<file path="config.mk">
export PLATFORM = sky130hd
export DESIGN_NAME = traffic_phase_sequencer
export DESIGN_NICKNAME = d
export VERILOG_FILES = /design/src/rtl/traffic_phase_sequencer.sv
export SDC_FILE = /design/constraint.sdc
export NUM_CORES = 1
export LEC_CHECK = 0
export CAP_MARGIN = 20
export CORE_ASPECT_RATIO = 0.8
export CORE_MARGIN = 3
export CORE_UTILIZATION = 42
export DETAILED_ROUTE_END_ITERATION = 16
export GPL_ROUTABILITY_DRIVEN = 0
export SLEW_MARGIN = 30
export SYNTH_ARGS = -nofsm -noshare
export SYNTH_HDL_FRONTEND = slang
export SYNTH_SLANG_ARGS = --single-unit
</file>
<file path="constraint.sdc">
create_clock -name clk -period 3.6 [get_ports clk]
set_input_delay 1.08 -clock clk [delete_from_list [all_inputs] [get_ports clk]]
set_output_delay 1.08 -clock clk [all_outputs]
set_load 0.02 [all_outputs]
</file>
<file path="src/rtl/traffic_phase_sequencer.sv">
// Demand-driven two-road intersection sequencer with min/max green, yellow and all-red clearance.
// Optional pedestrian walk phase is built only when PED_WALK_EN is defined.
module traffic_phase_sequencer #(
  parameter int GREEN_MIN = 8,
  parameter int GREEN_MAX = 20,
  parameter int YELLOW_T  = 3,
  parameter int ALLRED_T  = 2,
  parameter int WALK_T    = 6
) (
  input  logic       clk,
  input  logic       reset,
  input  logic       sensor_2,
  input  logic       ped_req,
  output logic [2:0] light_1,
  output logic [2:0] light_2,
  output logic       walk,
  output logic [2:0] phase
);

  typedef enum logic [2:0] {
    MAIN_G = 3'd0,
    MAIN_Y = 3'd1,
    AR_1   = 3'd2,
    SIDE_G = 3'd3,
    SIDE_Y = 3'd4,
    AR_2   = 3'd5,
    WALK   = 3'd6
  } state_t;

  localparam logic [2:0] RED    = 3'b100;
  localparam logic [2:0] YELLOW = 3'b010;
  localparam logic [2:0] GREEN  = 3'b001;

  localparam logic [7:0] MIN_LAST    = 8'(GREEN_MIN - 1);
  localparam logic [7:0] MAX_LAST    = 8'(GREEN_MAX - 1);
  localparam logic [7:0] YELLOW_LAST = 8'(YELLOW_T - 1);
  localparam logic [7:0] ALLRED_LAST = 8'(ALLRED_T - 1);
  localparam logic [7:0] WALK_LAST   = 8'(WALK_T - 1);

  if (GREEN_MIN < 1 || GREEN_MIN > 255 || GREEN_MAX < 1 || GREEN_MAX > 255 ||
      YELLOW_T < 1 || YELLOW_T > 255 || ALLRED_T < 1 || ALLRED_T > 255 ||
      WALK_T < 1 || WALK_T > 255 || GREEN_MAX < GREEN_MIN) begin : g_param_check
    $error("traffic_phase_sequencer: interval parameters out of range");
  end

  state_t     state_q;
  state_t     state_d;
  logic [7:0] timer;
  logic       side_req;
  logic       ped_pend;
  logic       entering;

  assign entering = (state_d != state_q);

  // NOTE: every write to state in a clocked block is non-blocking so all registers
  // update together from the same pre-edge values.
  always_ff @(posedge clk or negedge reset) begin
    if (!reset) begin
      state_q  <= AR_2;
      timer    <= '0;
      side_req <= 1'b0;
    end else begin
      state_q <= state_d;
      // Saturate so an indefinitely held MAIN_G never wraps back below the minimum.
      if (entering)
        timer <= '0;
      else if (timer != 8'hFF)
        timer <= timer + 8'd1;
      if (entering && state_d == SIDE_G)
        side_req <= 1'b0;
      else if (sensor_2 && state_q != SIDE_G && state_q != SIDE_Y)
        side_req <= 1'b1;
    end
  end

`ifdef PED_WALK_EN
  // Clear on WALK entry takes priority over a same-cycle button press.
  always_ff @(posedge clk or negedge reset) begin
    if (!reset)
      ped_pend <= 1'b0;
    else if (entering && state_d == WALK)
      ped_pend <= 1'b0;
    else if (ped_req && state_q != WALK)
      ped_pend <= 1'b1;
  end
`else
  logic unused_ped_req;
  assign unused_ped_req = ped_req;
  assign ped_pend       = 1'b0;
`endif

  // NOTE: the default assignment first keeps this block free of inferred latches.
  always_comb begin
    state_d = state_q;
    case (state_q)
      MAIN_G: if (timer >= MIN_LAST && (side_req || ped_pend)) state_d = MAIN_Y;
      MAIN_Y: if (timer == YELLOW_LAST) state_d = AR_1;
      AR_1:   if (timer == ALLRED_LAST) state_d = ped_pend ? WALK : SIDE_G;
      WALK:   if (timer == WALK_LAST) state_d = side_req ? SIDE_G : AR_2;
      SIDE_G: if ((timer >= MIN_LAST && !sensor_2) || timer == MAX_LAST) state_d = SIDE_Y;
      SIDE_Y: if (timer == YELLOW_LAST) state_d = AR_2;
      AR_2:   if (timer == ALLRED_LAST) state_d = MAIN_G;
      default: state_d = AR_2;
    endcase
  end

  // Moore decode: both heads default to red so no state can show two greens.
  always_comb begin
    light_1 = RED;
    light_2 = RED;
    walk    = 1'b0;
    case (state_q)
      MAIN_G: light_1 = GREEN;
      MAIN_Y: light_1 = YELLOW;
      SIDE_G: light_2 = GREEN;
      SIDE_Y: light_2 = YELLOW;
`ifdef PED_WALK_EN
      WALK:   walk = 1'b1;
`endif
      default: ;
    endcase
  end

  assign phase = state_q;

endmodule

</file>
==> results of run 1 <==
==> cells in the mapped netlist, types with 3 or more instances <==
| master | n | share of area |
|---|---|---|
| nor3_1 | 9 | 0.048 |
| ha_1 | 3 | 0.040 |
| nand3_1 | 8 | 0.043 |
| nor2_1 | 6 | 0.024 |
| nand3b_1 | 3 | 0.024 |
| inv_1 | 4 | 0.016 |
| nor2b_1 | 4 | 0.027 |
| dfrtp_1 | 10 | 0.27 |
| a21oi_1 | 4 | 0.021 |
| nand2b_1 | 4 | 0.027 |
| nand2_1 | 8 | 0.032 |
| o21ai_0 | 4 | 0.021 |
| clkbuf_1 | 6 | 0.024 |
==> where the power goes <==
group / leakage [uW] / switching, uW / internal [uW]
clock: 0.0000210 / 46.7 / 61.5
combinational: 0.000283 / 289 / 244
sequential: 0.000151 / 91.8 / 184
==> worst max-delay path: cells and delay by family (launching register included) <==
| family | cells | cell delay, ns |
|---|---|---|
| flip-flops | 1 | 0.69 |
| buffers and inverters | 1 | 0.67 |
| AND/OR/NAND/NOR | 2 | 0.40 |
==> sequential cells by signal, indices dropped and copies added (netlist names) <==
signal and cells:
phase 3, side_req 1, timer 8
==> kinds of logic (layout without fill, tap and decap cells) <==
family,count (synthesis),in the layout,share of synthesized area
and+or+nand+nor,55,55,0.346
adders and majority gates,3,3,0.0403
DFF,12,12,0.325
other,1,1,0.00402
AOI/OAI and AO/OA,22,22,0.187
buffers and inverters,11,19,0.0483
muxes,2,2,0.0215
xor gates and xnor gates,3,3,0.0282
==> worst paths after layout <==
path,slack [ns],cells after the start,startpoint,endpoint
worst max-delay path,0.48,3,phase[0],light_2[0]
worst min-delay path,0.64,2,side_req,side_req
worst max register to register,1.43,7,timer[0],timer[0]
worst min register to register,0.64,2,side_req,side_req
max in group asynchronous,2.08,1,reset,phase[2]
min in group asynchronous,1.16,1,reset,phase[1]
==> cell type report <==
| type | count | area [um2] |
|---|---|---|
| Multi-Input combinational cell | 86 | 584 |
| Timing Repair Buffer | 11 | 110 |
| Inverter | 4 | 15.0 |
| Tap cell | 24 | 30.0 |
| Sequential cell | 12 | 303 |
| Fill cell | 196 | 918 |
| Clock buffer | 4 | 36.3 |
==> metrics by stage <==
stage,util,power (uW)
3_5_place_dp,0.522,809
6_report,0.540,916
3_3_place_gp,0.522,798
5_1_grt,0.540,989
2_1_floorplan,-,629
4_1_cts,0.540,919
==> layer usage <==
layer / global-route usage / share of wire / vias to the layer above
met1: 0.266 / 0.54 / 396
met3: 0.0476 / 0.048 / 4
met4: 0.0407 / 0.0088 / 0
met5: 0 / 0 / -
li1: - / - / 413
met2: 0.252 / 0.40 / 17
==> out/qor.yml, run 1 <==
run_status:
  status: "complete, no violations"
cells_and_area:
  final_area_um2: 1080
  mostFrequentLayoutCells: "clkdlybuf4s50_1, dfrtp_1, nor3_1"
  drive_above_1_share: 0.128
  area_growth_pct: 15.7
  diodes: 0
  layout.nets: 125
  finalNonFillerCells: 141
  final_common_cell: "clkdlybuf4s50_1"
synth:
  ys.flop_type: "dfrtp_1"
  async_flop_share: 1.00
  syn_area_per_cell_um2: 8.55
  seq_area_frac_synth: 0.325
  synth-seq-cells: 12
  synth.distinct_cells: 44
  netlist_instances: 109
  yosysWarnings: 0
  synth-edff-count: 0
  syn-num-nets: 116
  synth.cell_area_um2: 932
place:
  place_inst: 137
  place_area_um2: 1040
  hpwl_um: 1610
  place.port_buffers: 11
  dp_slack_ns: 0.812
critical_path:
  crit_path_end_kind: "primary output"
  crit_slowest_cell: "dfstp_2"
  cpPeakStageDelay_ns: 0.69
  crit_chain: "nand2_1, nor2_1, clkdlybuf4s50_1"
  path_max_fanout: 14
  required_ns: 2.52
  path_class: "flip-flop to primary output"
  critPathLaunchType: "flip-flop"
  cp_data_arrival_time_ns: 2.04
floorplanning:
  initial_core_util: 0.467
  rows: 14
  die_h_um: 48.1
  ios: 14
  die-area_um2: 2820
  die_x_um: 58.7
  core_um2: 2000
cts:
  h-tree-depth: 1
  clkTransAtPathRegs_ns: 0.08
  clkLatencyLatePin_ns: 0.27
  post_cts_resized: 0
  cts_tree: "built"
  clockBufferDepth: 2
  cts-root-buf: "clkbuf_4"
  postCtsHoldBufs: 0
  cts_setup_buffers: 0
  clock-sinks: 12
  cts_inserted_buffers: 3
detailed_routing:
  drt_pass1_iterations: 5
  ant_nets: 0
  viasPerCell: 5.89
  drtIter0Drc: 28
  drc: 0
  drt-wirelength-per-cell_um: 15.4
  wl_um: 2170
  vias: 830
sta:
  fmax_ghz: 0.320
  postLayoutSetupSlackWorst_ns: 0.475
  fin_crit_ns: 3.12
  min_period_over_period: 0.868
  tns_ns: 0
  setup_viol_count_final: 0
  relSlewSlack: 0.542
  slew_viol_final: 0
  rsz0062_at_grt: "no"
  whs_ns: 0.643
  hold_viol: 0
  skew_ns: 0.00504
  worstMarginPinSlew_ns: 0.686
global_route:
  overflow: 0
  grt_pass1_wl_um: 3710
  grt_max_degree: 16
  antenna_found_initial: 0
  grt_usage: 0.177
  grt_pass1_vias: 742
power_and_ir_drop:
  power.density_nw_per_um2: 850
  peakVddDrop_mv: 0.616
  p_leak_uw: 0.000455
flow_run:
  max-cap-violations: 0
hold_path:
  hp-class: "flip-flop to flip-flop"
(Power assumes the default switching activity.)
==> run 2: changes to the inputs <==
Settings changed: MAX_ROUTING_LAYER set to met4, PLACE_DENSITY set to 0.61.
==> out/qor.yml, run 2 (synthesized netlist as in run 1, its figures left out) <==
cts:
  post_cts_resized: 0  # unchanged
  h-tree-depth: 1  # unchanged
  clockBufferDepth: 2  # unchanged
  cts-root-buf: "clkbuf_4"
  cts_inserted_buffers: 3  # unchanged
  clkLatencyLatePin_ns: 0.28  # about the same
  postCtsHoldBufs: 0  # unchanged
  cts_setup_buffers: 0  # unchanged
  cts_tree: "built"
  clock-sinks: 12  # unchanged
  clkTransAtPathRegs_ns: 0.08  # about the same
cells_and_area:
  final_area_um2: 1080  # unchanged
  largest_reg_flops: 8  # unchanged
  layout.nets: 125  # unchanged
  drive_above_1_share: 0.128  # unchanged
  finalNonFillerCells: 141  # unchanged
  diodes: 0  # unchanged
  fillCellCount: 195  # -0.51%
  area_growth_pct: 15.7  # unchanged
  top_register: "timer"
  final_common_cell: "clkdlybuf4s50_1"
  mostFrequentLayoutCells: "clkdlybuf4s50_1, dfrtp_1, nor3_1"
critical_path:
  path_max_fanout: 14  # unchanged
  crit_chain: "nand2_1, nor2_1, clkdlybuf4s50_1"
  timing.critical_path.buf_inv: 1  # unchanged
  critPathLaunchType: "flip-flop"
  path_class: "flip-flop to primary output"
  cp_data_arrival_time_ns: 2.04  # about the same
  critPathTopFamily: "flip-flops"
  crit_slowest_cell: "dfstp_2"
  crit_path_end_kind: "primary output"
  required_ns: 2.52  # about the same
  cpPeakStageDelay_ns: 0.69  # about the same
sta:
  tns_ns: 0  # unchanged
  fmax_ghz: 0.321  # +0.19%
  worstMarginPinSlew_ns: 0.712  # +0.0261 ns
  fin_crit_ns: 3.12  # -0.00603 ns
  postLayoutSetupSlackWorst_ns: 0.481  # +0.00603 ns
  skew_ns: 0.00174  # -0.00331 ns
  relSlewSlack: 0.525  # -0.0174
  hold_viol: 0  # unchanged
  min_period_over_period: 0.866  # -0.00167
  slew_viol_final: 0  # unchanged
  setup_viol_count_final: 0  # unchanged
  rsz0062_at_grt: "no"
floorplanning:
  ios: 14  # unchanged
  rows: 14  # unchanged
  die_h_um: 48.1  # unchanged
  die-area_um2: 2820  # unchanged
  initial_core_util: 0.467  # unchanged
  core_um2: 2000  # unchanged
  die_x_um: 58.7  # unchanged
power_and_ir_drop:
  p_int_uw: 489  # about the same
  sw_frac_of_total: 0.470  # +0.00334
  p_switching_uw: 434  # +1.4%
  p_leak_uw: 0.000455  # unchanged
  power_frac_seq: 0.299  # -0.002
  comb_power_share: 0.581  # about the same
  peakVddDrop_mv: 0.580  # -6.0%
  power.density_nw_per_um2: 855  # +0.67%
  clkPwrFrac: 0.120  # +0.002
detailed_routing:
  drc: 0  # unchanged
  vias: 822  # -0.96%
  drt_pass1_iterations: 4  # -1
  dr_wl_met3_um: 116  # +12%
  drtIter0Drc: 16  # -43%
  drt-wirelength-per-cell_um: 15.9  # +3.4%
  ant_nets: 0  # unchanged
  wl_um: 2240  # +3.4%
  highest_layer: "met4"
  wl_met1_um: 1150  # -1.4%
  viasPerCell: 5.83  # -0.96%
  wl_met2_um: 964  # +9.7%
place:
  place_area_um2: 1040  # unchanged
  place.port_buffers: 11  # unchanged
  place_inst: 137  # unchanged
  dp_slack_ns: 0.779  # -0.0331 ns
  hpwl_um: 1630  # +0.99%
global_route:
  overflow: 0  # unchanged
  grt_pass1_wl_um: 3750  # +1.3%
  antenna_found_initial: 0  # unchanged
  grt_max_degree: 16  # unchanged
  grt_usage: 0.190  # +0.0124
  grt_pass1_vias: 747  # +0.67%
flow_run:
  max-cap-violations: 0  # unchanged
hold_path:
  hp-class: "flip-flop to flip-flop"
run_status:
  status: "complete, no violations"
run 2: cell counts in the layout (fill, tap and decap cells not counted):
Identical to the previous run, type by type.
run 2: power groups by stage:
stage,registers [uW],clock network (uW),logic [uW]
finish,276,110,536
global route,286,123,595
CTS,274,116,544
detailed placement,277,0,543
global placement,272,0,532
floorplan,234,0,395
run 2: tightest hold or removal path: stages, from the launching register on:
cell	delay [ns]
dfstp_2	0.45
o21ai_0	0.13
nand2_1	0.07
run 2: cell type report:
class / instances / area (um2) / area share
inverters: 4 / 15.0 / 0.0139
clock buffers: 4 / 36.3 / 0.0336
repair buffers: 11 / 110 / 0.102
well taps: 24 / 30.0 / 0.0278
flip-flops and latches: 12 / 303 / 0.281
multi-input cells: 86 / 584 / 0.542
run 2: metal layers:
metal  vias to the layer above  track usage
met1                       384        0.260
li1                        417            -
met3                         2       0.0556
met4                         0       0.0407
met2                        19        0.278
met5                         -            -
run 2: path summary, 6_finish.rpt:
kind | from | end | slack (ns) | depth (start not counted)
worst min-delay path | phase[2] | phase[2] | 0.65 | 2
worst max-delay path | phase[0] | light_2[0] | 0.48 | 3
max in group asynchronous | reset | phase[0] | 2.07 | 1
min in group asynchronous | reset | phase[1] | 1.16 | 1
worst max register to register | timer[0] | timer[1] | 1.43 | 7
worst min register to register | phase[2] | phase[2] | 0.65 | 2
run 2: per-stage QoR:
step | hold WS (ns) | util | power (uW)
after floorplan | 0.576 | - | 629
after global placement | 0.621 | 0.522 | 804
after detailed placement | 0.632 | 0.522 | 820
after CTS | 0.658 | 0.540 | 934
after global routing | 0.706 | 0.540 | 1000
final | 0.652 | 0.540 | 923
